<file path="src/rtl/uart_rx_os.sv">
// Oversampling UART receiver: 2-flop synchroniser, mid-bit sampling, parity/stop checks, one-entry valid/ready output.
// Build option: define UART_RX_MAJORITY_EN for a 2-of-3 majority vote around each sample point.
module uart_rx_os #(
  parameter int DATA_BITS  = 8,
  parameter int PARITY_EN  = 1,
  parameter int PARITY_ODD = 0,
  parameter int STOP_BITS  = 1,
  parameter int OVERSAMPLE = 16
) (
  input  logic                 baud_clk,
  input  logic                 reset,
  input  logic                 data_tx,
  output logic [DATA_BITS-1:0] rx_data,
  output logic                 rx_valid,
  input  logic                 rx_ready,
  output logic                 parity_err,
  output logic                 frame_err,
  output logic                 overrun_err,
  output logic                 active_flag
);
  localparam int CW  = $clog2(OVERSAMPLE);
  localparam int BCW = $clog2(DATA_BITS + 1);
  localparam logic [CW-1:0]  CNT_MAX   = CW'(OVERSAMPLE - 1);
  localparam logic [BCW-1:0] LAST_DATA = BCW'(DATA_BITS - 1);
  localparam logic [BCW-1:0] LAST_STOP = BCW'(STOP_BITS - 1);
  localparam logic           ODD       = (PARITY_ODD != 0);
  localparam logic           HAS_PAR   = (PARITY_EN != 0);

  typedef enum logic [2:0] {S_IDLE, S_START, S_DATA, S_PARITY, S_STOP} state_t;

  state_t               state_q, state_d;
  logic [CW-1:0]        cnt_q, cnt_d;
  logic [BCW-1:0]       bit_q, bit_d;
  logic [DATA_BITS-1:0] shift_q, shift_d;
  logic                 perr_q, perr_d;
  logic                 ferr_q, ferr_d;
  logic                 frame_done;

  logic [1:0]           sync_q;
  logic                 rx_s, rx_p_q;
  logic [1:0]           fill_q;
  logic                 sbit, strobe, start_edge;

  logic [DATA_BITS-1:0] rx_data_q;
  logic                 rx_valid_q, parity_err_q, frame_err_q, overrun_q;

  // fill_q saturates once rx_p holds a real line value, so a line low out of reset never looks like an edge
  always_ff @(posedge baud_clk) begin
    if (reset) begin
      sync_q <= 2'b11;
      rx_p_q <= 1'b1;
      fill_q <= '0;
    end else begin
      sync_q <= {sync_q[0], data_tx};
      rx_p_q <= sync_q[1];
      if (fill_q != 2'd3) fill_q <= fill_q + 2'd1;
    end
  end

  assign rx_s       = sync_q[1];
  assign start_edge = (fill_q == 2'd3) && rx_p_q && !rx_s;

`ifdef UART_RX_MAJORITY_EN
  // Vote is taken one cycle after the nominal point, once the +1 value exists
  localparam logic [CW-1:0] SAMPLE_AT = CW'(OVERSAMPLE / 2);
  logic rx_pp_q;
  always_ff @(posedge baud_clk) begin
    if (reset) rx_pp_q <= 1'b1;
    else       rx_pp_q <= rx_p_q;
  end
  assign sbit = (rx_s & rx_p_q) | (rx_s & rx_pp_q) | (rx_p_q & rx_pp_q);
`else
  localparam logic [CW-1:0] SAMPLE_AT = CW'(OVERSAMPLE / 2 - 1);
  assign sbit = rx_s;
`endif

  assign strobe = (cnt_q == SAMPLE_AT);

  always_ff @(posedge baud_clk) begin
    if (reset) begin
      state_q <= S_IDLE;
      cnt_q   <= '0;
      bit_q   <= '0;
      shift_q <= '0;
      perr_q  <= 1'b0;
      ferr_q  <= 1'b0;
    end else begin
      state_q <= state_d;
      cnt_q   <= cnt_d;
      bit_q   <= bit_d;
      shift_q <= shift_d;
      perr_q  <= perr_d;
      ferr_q  <= ferr_d;
    end
  end

  always_comb begin
    state_d    = state_q;
    cnt_d      = cnt_q;
    bit_d      = bit_q;
    shift_d    = shift_q;
    perr_d     = perr_q;
    ferr_d     = ferr_q;
    frame_done = 1'b0;
    if (state_q != S_IDLE) cnt_d = (cnt_q == CNT_MAX) ? '0 : cnt_q + CW'(1);
    case (state_q)
      S_IDLE: begin
        if (start_edge) begin
          state_d = S_START;
          cnt_d   = '0;
          bit_d   = '0;
          perr_d  = 1'b0;
          ferr_d  = 1'b0;
        end
      end
      S_START: begin
        if (strobe) state_d = sbit ? S_IDLE : S_DATA;
      end
      S_DATA: begin
        if (strobe) begin
          shift_d = {sbit, shift_q[DATA_BITS-1:1]};
          if (bit_q == LAST_DATA) begin
            bit_d   = '0;
            state_d = HAS_PAR ? S_PARITY : S_STOP;
          end else begin
            bit_d = bit_q + BCW'(1);
          end
        end
      end
      S_PARITY: begin
        if (strobe) begin
          perr_d  = sbit ^ (^shift_q) ^ ODD;
          state_d = S_STOP;
        end
      end
      S_STOP: begin
        if (strobe) begin
          if (!sbit) ferr_d = 1'b1;
          if (bit_q == LAST_STOP) begin
            state_d    = S_IDLE;
            frame_done = 1'b1;
          end else begin
            bit_d = bit_q + BCW'(1);
          end
        end
      end
      default: state_d = S_IDLE;
    endcase
  end

  // A frame landing while the register is held and not being read is dropped
  always_ff @(posedge baud_clk) begin
    if (reset) begin
      rx_data_q    <= '0;
      rx_valid_q   <= 1'b0;
      parity_err_q <= 1'b0;
      frame_err_q  <= 1'b0;
      overrun_q    <= 1'b0;
    end else begin
      overrun_q <= frame_done && rx_valid_q && !rx_ready;
      if (frame_done && (!rx_valid_q || rx_ready)) begin
        rx_data_q    <= shift_q;
        parity_err_q <= perr_q;
        frame_err_q  <= ferr_d;
        rx_valid_q   <= 1'b1;
      end else if (rx_valid_q && rx_ready) begin
        rx_valid_q <= 1'b0;
      end
    end
  end

  assign rx_data     = rx_data_q;
  assign rx_valid    = rx_valid_q;
  assign parity_err  = parity_err_q;
  assign frame_err   = frame_err_q;
  assign overrun_err = overrun_q;
  assign active_flag = (state_q != S_IDLE);
endmodule

</file>
<file path="config.mk">
export PLATFORM = sky130hd
export DESIGN_NAME = uart_rx_os
export DESIGN_NICKNAME = d
export VERILOG_FILES = /design/src/rtl/uart_rx_os.sv
export SDC_FILE = /design/constraint.sdc
export NUM_CORES = 1
export LEC_CHECK = 0
export BUFFER_PORTS_ARGS = -buffer_cell sky130_fd_sc_hd__buf_4
export CAP_MARGIN = 20
export CORE_MARGIN = 2
export CORE_UTILIZATION = 49
export CTS_CLUSTER_SIZE = 20
export DETAILED_ROUTE_END_ITERATION = 10
export PLACE_DENSITY = 0.72
export SLEW_MARGIN = 15
export SYNTH_ARGS = -nofsm -noshare
export SYNTH_HDL_FRONTEND = slang
export SYNTH_SLANG_ARGS = --single-unit
</file>
<file path="constraint.sdc">
create_clock -name baud_clk -period 2.8 [get_ports baud_clk]
set_input_delay 0.14 -clock baud_clk [delete_from_list [all_inputs] [get_ports baud_clk]]
set_output_delay 0.14 -clock baud_clk [all_outputs]
set_load 0.05 [all_outputs]
</file>
Word level (Yosys, flattened, before mapping)
Index checks and enable logic that the tools add are counted.
- register bits: 38
- bits of input ports: 4
- output and inout port bits: 13
- word-level logic and storage cells: 87
- $add $sub $neg: 3
- equality and inequality tests: 17
- muxes and demuxes: 31
- bitwise gates (word level): 1
- reduce and logical (&&, ||, !) cells: 21
- operators with widths (cell ; count):
    2-to-1 mux 4 bit ; 9
    2-to-1 mux 3 bit ; 7
    inequality test 2 bit, second input constant ; 9
    case mux 3 bit (5 select lines) ; 1
    case mux 4 bit (3 select lines) ; 1
    2-to-1 mux 1 bit ; 10
    adder 4 x 1 -> 4 bit, second input constant ; 2
    == test 4 x 3 -> 1 bit, second input constant ; 2
    XOR reduction 8 bit ; 1
    AND reduction 7 bit ; 1
    == test 3 x 2 -> 1 bit, second input constant ; 2
    logical AND 1 bit ; 6
    nonzero test 3 bit ; 2
    AND reduction 5 bit ; 1
    == test 4 bit, second input constant ; 1
    zero test 4 bit ; 1
    case mux 1 bit (2 select lines) ; 2
    nonzero test 2 bit ; 2
    == test 3 x 1 -> 1 bit, second input constant ; 1
    == test 3 bit, second input constant ; 1
    zero test 1 bit ; 3
    zero test 3 bit ; 1
    AND reduction 3 bit ; 1
    adder 2 x 1 -> 2 bit, second input constant ; 1
    other kinds (5) ; 5

Longest topological paths before layout
Gate-level depths: netlist (run 1).
- depth after elaboration: 6
- depth in mapped cells: 8
- gate-level depth less buffers: 7

Worst setup path before layout (run 1)
Ideal clock, no wire load.
- path type: reg-to-reg
- start point: register cnt_q[0]
- end point: register bit_q[2]
- setup time: 0.070 ns
- arrival time: 1.630 ns
- data required time: 2.730 ns
- slack: 1.099 ns
- cell stages (with the launch flop): 7
- path buffers: 0
- clock period less this slack: 1.701 ns
- cell sequence: dfxtp_1 ha_1 nand3b_4 nor3_2 o21ai_2 or4_1 a21oi_1
- word-level cells in the longest chain between the ends: 3
- elaborated cells on any way between the ends: 4
- those cells by class: 3 x eq/ne; 1 x reduce/logical
- ends and longest elaborated chain (what ; line ; text):
    start, declared ; 32 ; logic [CW-1:0] cnt_q, cnt_d;
    start signal, assigned ; 89 ; cnt_q <= cnt_d;
    == test 4 x 3 -> 1 bit * ; 77 ; assign strobe = (cnt_q == SAMPLE_AT);
    inequality test 2 bit (no line) ; n/a ;
    AND reduction 5 bit (no line) * ; n/a ;
    end signal, assigned ; 90 ; bit_q <= bit_d;
    end, declared ; 33 ; logic [BCW-1:0] bit_q, bit_d;
Every way passes the cells marked *; elsewhere a longest branch is shown, timed or not.
A chain may end at the register's enable or synchronous reset.

Worst setup path after layout (run 1)
- start point: register bit_q[0]
- end point: register frame_err_q (netlist: frame_err)
- word-level cells in the longest chain between the ends: 5
- ends and longest elaborated chain (what ; line ; text):
    zero test 4 bit ; 139 ; if (bit_q == LAST_STOP) begin
    2-to-1 mux 1 bit ; 139 ;
    2-to-1 mux 1 bit ; 137 ; if (strobe) begin
    2-to-1 mux 1 bit ; 106 ; case (state_q)
    logical AND 1 bit ; 161 ; if (frame_done && (!rx_valid_q || rx_ready)) begin
    end signal, assigned ; 164 ; frame_err_q <= ferr_d;
    end, declared ; 45 ; logic rx_valid_q, parity_err_q, frame_err_q, overrun_q;
Every way passes these cells.

==> impl_metrics.py, run 1 <==
metrics = {
    "yosys": {
        "ys_seq_elements": 38,
        "syn_inst": 185,
        "synthMuxAreaShare_pct": 7.68,
        "synth_area_um2": 1710,
        "synth_top_family_by_area": "simple AND/OR/NAND/NOR gates",
        "seq_area_frac_synth_pct": 44.4,
        "synth-edff-count": 0,
        "syn_nets": 193,
        "synth_compound_area_share_pct": 12.3,
        "synthAdderAreaFrac_pct": 2.92,
        "synth_xor_area_share_pct": 5.63,
        "synth.distinct_cells": 45,
        "async_flop_share_pct": 0,
        "yosys.area_share.simple_pct": 23.1,
        "synthFlopType": "dfxtp_1",
        "syn_avg_cell_area_um2": 9.25,
        "synth-warning-count": 0,
    },
    "sta": {
        "fmax_ghz": 0.488,
        "drv_slew": 0,
        "setup_tns_ns": 0,
        "final-setup-viol-count": 0,
        "hold_viol": 0,
        "max_slew_margin_pct": 57.3,
        "rsz0062_at_grt": "false",
        "finalCritPeriodShare_pct": 73.2,
        "worstMarginPinSlew_ns": 0.641,
        "post-route-min-period_ns": 2.05,
        "clock_skew_ns": 0.00857,
    },
    "floorplanning": {
        "dieArea_um2": 3980,
        "io_pins": 17,
        "fp.coreArea_um2": 3340,
        "std_cell_rows": 21,
        "start_util_pct": 51.3,
        "die_x_um": 63.1,
        "die_y_um": 63.1,
    },
    "clock_tree": {
        "post-cts-setup-buffers": 0,
        "cts_buffer_depth": 2,
        "cts_root_buf": "clkbuf_4",
        "cts_made_buffers": 5,
        "ctsHtreeMaxLevel": 2,
        "cts_tree": "built",
        "cts_resized": 0,
        "numClockSinks": 38,
        "clk_latency_ns": 0.35,
        "clk_pin_slew_ns": 0.12,
    },
    "finish": {
        "final_layout_size_suffix_gt1_share_pct": 19.4,
        "multiInputGateArea_um2": 883,
        "final-seq-area_um2": 761,
        "insertedDiodeCount": 0,
        "nets": 208,
        "num-fill-cells": 314,
        "area_growth_pct": 12.3,
    },
    "detailed_routing": {
        "antenna_left": 0,
        "avgViaCountPerCell": 5.35,
        "drt-total-wl_um": 3390,
        "first_pass_iters": 4,
        "drc_errors": 0,
        "drt-wirelength-per-cell_um": 13.7,
        "via_count": 1322,
        "drtIter0Drc": 43,
    },
    "grt": {
        "grt_pass1_wl_um": 5840,
        "grt_pass1_vias": 1273,
        "antenna_found_initial": 0,
        "grt_usage_pct": 18.6,
        "grt_remaining_overflow": 0,
        "grt_max_degree": 38,
    },
    "setup_path": {
        "crit_path_max_fanout": 10,
        "worstPathRequired_ns": 3.05,
        "slowest_delay_ns": 0.47,
        "cp_slowest_cell": "nand2b_1",
        "start_kind": "register",
        "crit_chain": "inv_1 > ha_1 > nor3b_1 > nand3b_1 > nand2b_1 > mux2_2",
        "r2r_slack_ns": 0.75,
        "reg2reg_depth": 6,
        "arrival_ns": 2.30,
        "crit_path_end_kind": "register",
        "path_class": "register to register",
    },
    "min_path": {
        "min_path_type": "input pin to register",
        "whs_path_depth": 3,
    },
    "run_status": {
        "status": "finished, final reports clean",
    },
    "run": {
        "cap_violations": 0,
    },
    "power_and_ir_drop": {
        "p_total_uw": 984,
        "power_density_nw_per_um2": 512,
        "p_leak_uw": 0.000826,
        "max-vdd-ir-drop_uv": 322,
    },
    "place": {
        "gp_congestion": 0.767,
        "portBuffers": 16,
        "dp_hpwl_um": 2320,
    },
}
==> metrics by stage <==
stage	cell area, um2	instances	utilization (%)	hold WS (ns)	setup WS [ns]
5_1_grt	1920	247	57.6	0.121	0.590
6_report	1920	247	57.6	0.104	0.750
4_1_cts	1920	247	57.6	0.108	0.732
2_1_floorplan	1710	185	-	0.244	1.10
3_3_place_gp	1850	238	55.4	0.326	0.839
3_5_place_dp	1850	238	55.4	0.328	0.750
==> worst paths after layout <==
path	startpoint	endpoint
worst max-delay path	bit_q[0]	frame_err
worst min-delay path	rx_ready	overrun_err
worst max register to register	bit_q[0]	frame_err
worst min register to register	sync_q[0]	sync_q[1]
==> logic make-up after synthesis <==
kind of cell,Yosys count
AOI/OAI and AO/OA,34
xor gates and xnor gates,11
adders and majority gates,4
buffers and inverters,14
DFF,38
muxes,13
and+or+nand+nor,71
==> synthesized netlist by cell type (2+ instances only) <==
cell type / count / area (um2)
dfxtp_1: 38 / 761
nor2_1: 20 / 75.1
a21oi_1: 19 / 95.1
mux2i_1: 12 / 120
nand2_1: 12 / 45.0
nand3_1: 9 / 45.0
xnor2_1: 9 / 78.8
clkbuf_1: 5 / 18.8
ha_1: 4 / 50.1
nand2b_1: 4 / 25.0
nand3b_1: 4 / 30.0
nor3_1: 4 / 20.0
or2_2: 4 / 25.0
buf_4: 3 / 22.5
inv_1: 3 / 11.3
o21ai_0: 3 / 15.0
clkbuf_2: 2 / 10.0
nor3b_1: 2 / 15.0
xor2_1: 2 / 17.5
==> layer usage <==
layer  track usage, %  up-vias  part of all wire [%]
met1             23.0      614                    46
met3             5.71        6                   4.3
li1                 -      674                     -
met5                0        -                     0
met4             6.11        0                   1.2
met2             30.7       28                    49
==> flip-flops by register name, indices dropped and copies added (netlist names) <==
name,flops
rx_data,8
shift_q,8
bit_q,4
cnt_q,4
state_q,3
fill_q,2
sync_q,2
ferr_q,1
frame_err,1
overrun_err,1
parity_err,1
perr_q,1
rx_p_q,1
rx_valid,1
==> repair_timing <==
action | 4_1_cts | 5_1_grt
endpoints found under the hold margin | 1 | 0
hold buffers | 1 | 0
endpoints found under the setup margin | 0 | 0
==> cell type report <==
cell class                 count  area share (%)
clock buffer                   6            2.67
timing repair buffer          19            7.55
multi-input combinational    133            46.0
inverter                       3           0.586
tap                           46            2.99
clock inverter                 2           0.651
sequential                    38            39.6
==> power breakdown <==
part	total, uW	internal [uW]	switching, uW
logic	103	42.1	61.3
clock network	306	121	185
registers	575	556	18.7
total	984	719	265
==> critical path: cells and delay by family (launching register included) <==
family / cells / cell delay [ns]
flip-flops: 1 / 0.34
AND/OR/NAND/NOR: 3 / 0.97
multiplexers: 1 / 0.41
adder cells (fa/ha/maj): 1 / 0.15
buffers and inverters: 1 / 0.09
==> layout by cell type, fill, tap and decap left out, drive strengths merged, types with 2 or more instances in the layout <==
cell type  instances
dfxtp             38
or2                4
xnor2              9
buf               18
nand2b             4
nand3              9
mux2i             12
nor2              20
xor2               2
ha                 4
o21ai              4
nor3               6
a21oi             19
nand3b             5
nor3b              3
inv                3
clkbuf             6
nand2             12
No activity file was read; power rests on OpenSTA's default activity.
==> run 2, diff against run 1 <==
- clock period: 2.8 -> 1.9 ns (I/O delays scaled with it)
==> run 2 against run 1 <==
Clock power up 33%; register-to-register slack worse by 0.66 ns; critical path depth unchanged; non-clock buffer count up 7; via count up 1.7%; sequential power up 46%; sequential cell count unchanged; critical endpoint is now bit_q[3]; cell count up 2.0%; largest cell class unchanged; clock skew down 0.0070 ns; final area up 2.5%.
==> impl_metrics.py, run 2 (same netlist as run 1, synthesis figures left out) <==
metrics = {
    "finish": {
        "layout_commonest_cell": "dfxtp_1",
        "insertedDiodeCount": 0,
        "final_layout_size_suffix_gt1_share_pct": 22.8,
        "area_growth_pct": 15.1,
        "final_core_util_pct": 59.1,
        "fin_cells": 252,
        "nets": 215,
        "most-common-layout-cells": "dfxtp_1, buf_4, nor2_1, a21oi_1",
    },
    "floorplanning": {
        "die_y_um": 63.1,
        "die_x_um": 63.1,
        "std_cell_rows": 21,
        "dieArea_um2": 3980,
        "io_pins": 17,
        "start_util_pct": 51.3,
        "fp.coreArea_um2": 3340,
    },
    "run": {
        "cap_violations": 0,
    },
    "clock_tree": {
        "numClockSinks": 38,
        "clk_pin_slew_ns": 0.10,
        "cts_buffer_depth": 2,
        "cts_tree": "built",
        "cts_root_buf": "clkbuf_4",
        "clk_latency_ns": 0.34,
        "cts_made_buffers": 5,
        "post-cts-setup-buffers": 0,
        "ctsHtreeMaxLevel": 2,
    },
    "sta": {
        "hold_viol": 0,
        "finalCritPeriodShare_pct": 95.2,
        "post-route-min-period_ns": 1.81,
        "fmax_ghz": 0.553,
        "worstMarginPinSlew_ns": 0.400,
        "rsz0062_at_grt": "true",
        "drv_slew": 0,
        "setup_tns_ns": 0,
        "max_slew_margin_pct": 73.3,
        "final-setup-viol-count": 0,
        "clock_skew_ns": 0.00161,
    },
    "setup_path": {
        "path_class": "register to register",
        "arrival_ns": 2.05,
        "start_kind": "register",
        "crit_path_end_kind": "register",
        "crit_path_max_fanout": 7,
        "worstPathRequired_ns": 2.14,
    },
    "detailed_routing": {
        "drc_errors": 0,
        "antenna_left": 0,
        "first_pass_iters": 4,
        "drtIter0Drc": 52,
        "via_count": 1345,
        "drt-wirelength-per-cell_um": 13.2,
        "drt-total-wl_um": 3320,
        "avgViaCountPerCell": 5.34,
    },
    "power_and_ir_drop": {
        "power_density_nw_per_um2": 715,
        "p_total_uw": 1410,
        "p_leak_uw": 0.000856,
        "max-vdd-ir-drop_uv": 343,
    },
    "grt": {
        "antenna_found_initial": 0,
        "grt_remaining_overflow": 0,
        "grt_pass1_vias": 1351,
        "grt_max_degree": 38,
        "grt_pass1_wl_um": 5920,
        "grt_usage_pct": 18.9,
    },
    "place": {
        "gp_congestion": 0.877,
        "dp_hpwl_um": 2400,
        "place_inst": 245,
        "portBuffers": 16,
    },
    "run_status": {
        "status": "finished, final reports clean",
    },
    "min_path": {
        "min_path_type": "input pin to register",
    },
}
[run 2: timing repair]
action	CTS	global route
gates resized for setup	1	2
gates cloned	0	0
setup endpoints to repair	9	6
hold endpoints to repair	1	0
hold buffers	1	0
[run 2: worst paths after layout]
path	cells past startpoint	slack (ns)	startpoint	endpoint
worst max-delay path	6	0.09	fill_q[0]	bit_q[3]
worst min register to register	1	0.42	sync_q[0]	sync_q[1]
worst min-delay path	3	0.08	rx_ready	overrun_err
worst max register to register	6	0.09	fill_q[0]	bit_q[3]
[run 2: critical path, stage by stage, from the launching register on]
cell,delay (ns)
dfxtp_1,0.36
ha_1,0.24
nand3b_1,0.12
and2_1,0.26
a221oi_1,0.37
a21o_1,0.20
o21ba_2,0.16
[run 2: where the power goes]
group | leakage [uW] | total (uW) | switching, uW | internal [uW]
clock network | 0.0000302 | 407 | 240 | 167
logic | 0.000518 | 165 | 98.3 | 66.7
registers | 0.000308 | 838 | 17.8 | 820
[run 2: area by class of cell]
cell class              count  area (um2)
fillers                   314        1370
flip-flops and latches     38         762
multi-input cells         133         891
inverters                   3        11.3
well taps                  46        57.6
repair buffers             26         198
clock buffers               6        51.3
[run 2: through the flow]
| stage | hold slack (ns) | area (um2) | worst slack [ns] |
|---|---|---|---|
| floorplan | 0.199 | 1710 | 0.199 |
| global placement | 0.282 | 1900 | 0.0558 |
| detailed placement | 0.284 | 1900 | 0.00101 |
| CTS | 0.0643 | 1970 | 0.0876 |
| global route | 0.0705 | 1970 | -0.00299 |
| finish | 0.0752 | 1970 | 0.0907 |
[run 2: layer usage]
layer,part of all wire (%),track usage (%),up-vias
li1,-,-,678
met1,46,22.1,641
met2,49,31.5,19
met3,3.0,5.54,7
met4,2.1,9.44,0
met5,0,0,-
==> run 3, diff against run 2 <==
- CORE_UTILIZATION: 49 -> 45
- PLACE_DENSITY: 0.72 -> 0.67
==> run 3 against run 2 <==
Via count grew 1.6%; total power grew 12%; cell count grew 2.0%; critical path depth grew 1; final area grew 2.7%; first-iteration DRC count grew 25%; core utilization shrank 3.8 points; sequential share of layout area shrank 1.1 points; worst hold slack gained 0.079 ns; combinational power grew 10%; critical endpoint is now frame_err; highest routed layer unchanged.
==> impl_metrics.py, run 3 (same netlist as run 1, synthesis figures left out) <==
metrics = {
    "run_status": {
        "status": "finished, final reports clean",
    },
    "sta": {
        "rsz0062_at_grt": "false",
        "hold_viol": 0,
        "post-route-min-period_ns": 1.81,
        "worstMarginPinSlew_ns": 0.473,
        "fmax_ghz": 0.552,
        "finalCritPeriodShare_pct": 95.3,
        "max_slew_margin_pct": 68.4,
        "setup_tns_ns": 0,
        "drv_slew": 0,
        "final-setup-viol-count": 0,
        "clock_skew_ns": 0.00649,
        "layout_setup_ws_ns": 0.0887,
    },
    "power_and_ir_drop": {
        "p_int_uw": 1190,
        "max-vdd-ir-drop_uv": 408,
        "comb_power_share_pct": 11.5,
        "power_density_nw_per_um2": 781,
        "swShare_pct": 24.7,
        "seqPwrFrac_pct": 53.0,
        "clockPowerShare_pct": 35.5,
        "p_leak_uw": 0.000877,
        "power_switching_uw": 391,
    },
    "floorplanning": {
        "io_pins": 17,
        "die_x_um": 65.7,
        "die_y_um": 65.7,
        "fp.coreArea_um2": 3660,
        "dieArea_um2": 4310,
        "start_util_pct": 46.8,
        "std_cell_rows": 22,
    },
    "clock_tree": {
        "cts_tree": "built",
        "cts_made_buffers": 5,
        "numClockSinks": 38,
        "ctsHtreeMaxLevel": 2,
        "clk_latency_ns": 0.28,
        "clk_pin_slew_ns": 0.07,
        "cts_root_buf": "clkbuf_8",
        "cts_buffer_depth": 2,
    },
    "place": {
        "gp_congestion": 0.785,
        "portBuffers": 16,
        "place_ws_ns": 0.0134,
        "place_inst": 246,
        "dp_hpwl_um": 2310,
    },
    "finish": {
        "fin_cells": 257,
        "area_growth_pct": 18.2,
        "final_core_util_pct": 55.3,
        "final_layout_size_suffix_gt1_share_pct": 23.4,
        "layout_commonest_cell": "dfxtp_1",
        "most-common-layout-cells": "dfxtp_1, buf_4, nor2_1, a21oi_1",
        "insertedDiodeCount": 0,
        "nets": 216,
    },
    "setup_path": {
        "crit_chain": "inv_1 > ha_1 > nor3b_2 > nand3b_1 > nand2b_1 > buf_4 > mux2_2",
        "reg2reg_depth": 7,
        "cp_slowest_cell": "dfxtp_1",
        "slowest_delay_ns": 0.33,
        "crit_path_end_kind": "register",
        "crit_path_max_fanout": 10,
        "path_class": "register to register",
        "arrival_ns": 1.98,
        "worstPathRequired_ns": 2.07,
        "start_kind": "register",
    },
    "detailed_routing": {
        "drt-total-wl_um": 3340,
        "via_count": 1366,
        "avgViaCountPerCell": 5.32,
        "drtIter0Drc": 65,
        "drt-wirelength-per-cell_um": 13.0,
        "drc_errors": 0,
        "antenna_left": 0,
        "first_pass_iters": 5,
    },
    "grt": {
        "grt_max_degree": 38,
        "antenna_found_initial": 0,
        "grt_pass1_wl_um": 5620,
        "grt_usage_pct": 16.9,
        "grt_pass1_vias": 1324,
        "grt_remaining_overflow": 0,
    },
    "run": {
        "cap_violations": 0,
    },
    "min_path": {
        "whs_path_depth": 3,
        "min_path_type": "input pin to register",
    },
}
run 3: cell types whose count changed in the layout (fill, tap and decap cells not counted), sizes merged:
cell	change
buf	+1
clkinv	+1
clkinvlp	+1
run 3: routing by layer:
layer  global-route usage [%]  vias to the layer above  part of all wire (%)
li1                         -                      683                     -
met1                     19.6                      639                    43
met2                     29.2                       36                    51
met3                     4.11                        8                   4.6
met4                     7.81                        0                   1.2
met5                        0                        -                     0
run 3: final timing paths:
kind	end	slack (ns)	from
worst min-delay path	overrun_err	0.15	rx_ready
worst min register to register	sync_q[1]	0.41	sync_q[0]
worst max register to register	frame_err	0.09	bit_q[0]
worst max-delay path	frame_err	0.09	bit_q[0]
run 3: final cells by class:
type / count / area, um2
fill: 334 / 1640
timing repair buffer: 27 / 205
tap: 48 / 60.1
inverter: 3 / 11.3
sequential: 38 / 761
multi-input combinational: 133 / 891
clock inverter: 2 / 12.5
clock buffer: 6 / 82.6
run 3: worst max-delay path, delay by kind of cell, from the launching register on:
family,cells,cell delay (ns)
flops,1,0.33
fa+ha+maj,1,0.16
mux,1,0.28
buf+inv,2,0.29
simple gates,3,0.63
run 3: what timing repair did:
action                                  CTS  global route
endpoints found under the hold margin     1             0
endpoints found under the setup margin    1             1
pin swaps                                 0             1
setup buffers                             0             2
hold buffers                              1             0
gates resized for setup                   1             1
run 3: power by group through the flow:
stage | Combinational, uW | Sequential [uW] | Clock [uW]
CTS | 171 | 837 | 579
global route | 201 | 841 | 609
floorplan | 134 | 849 | 0
finish | 182 | 837 | 561
global placement | 160 | 854 | 0
detailed placement | 167 | 856 | 0
run 3: metrics by stage:
stage                     power (uW)  hold WS, ns  area (um2)
after floorplan                  983        0.199        1710
after global placement          1010        0.281        1900
after detailed placement        1020        0.283        1900
after CTS                       1590        0.159        2010
after global routing            1650        0.169        2020
final                           1580        0.154        2020
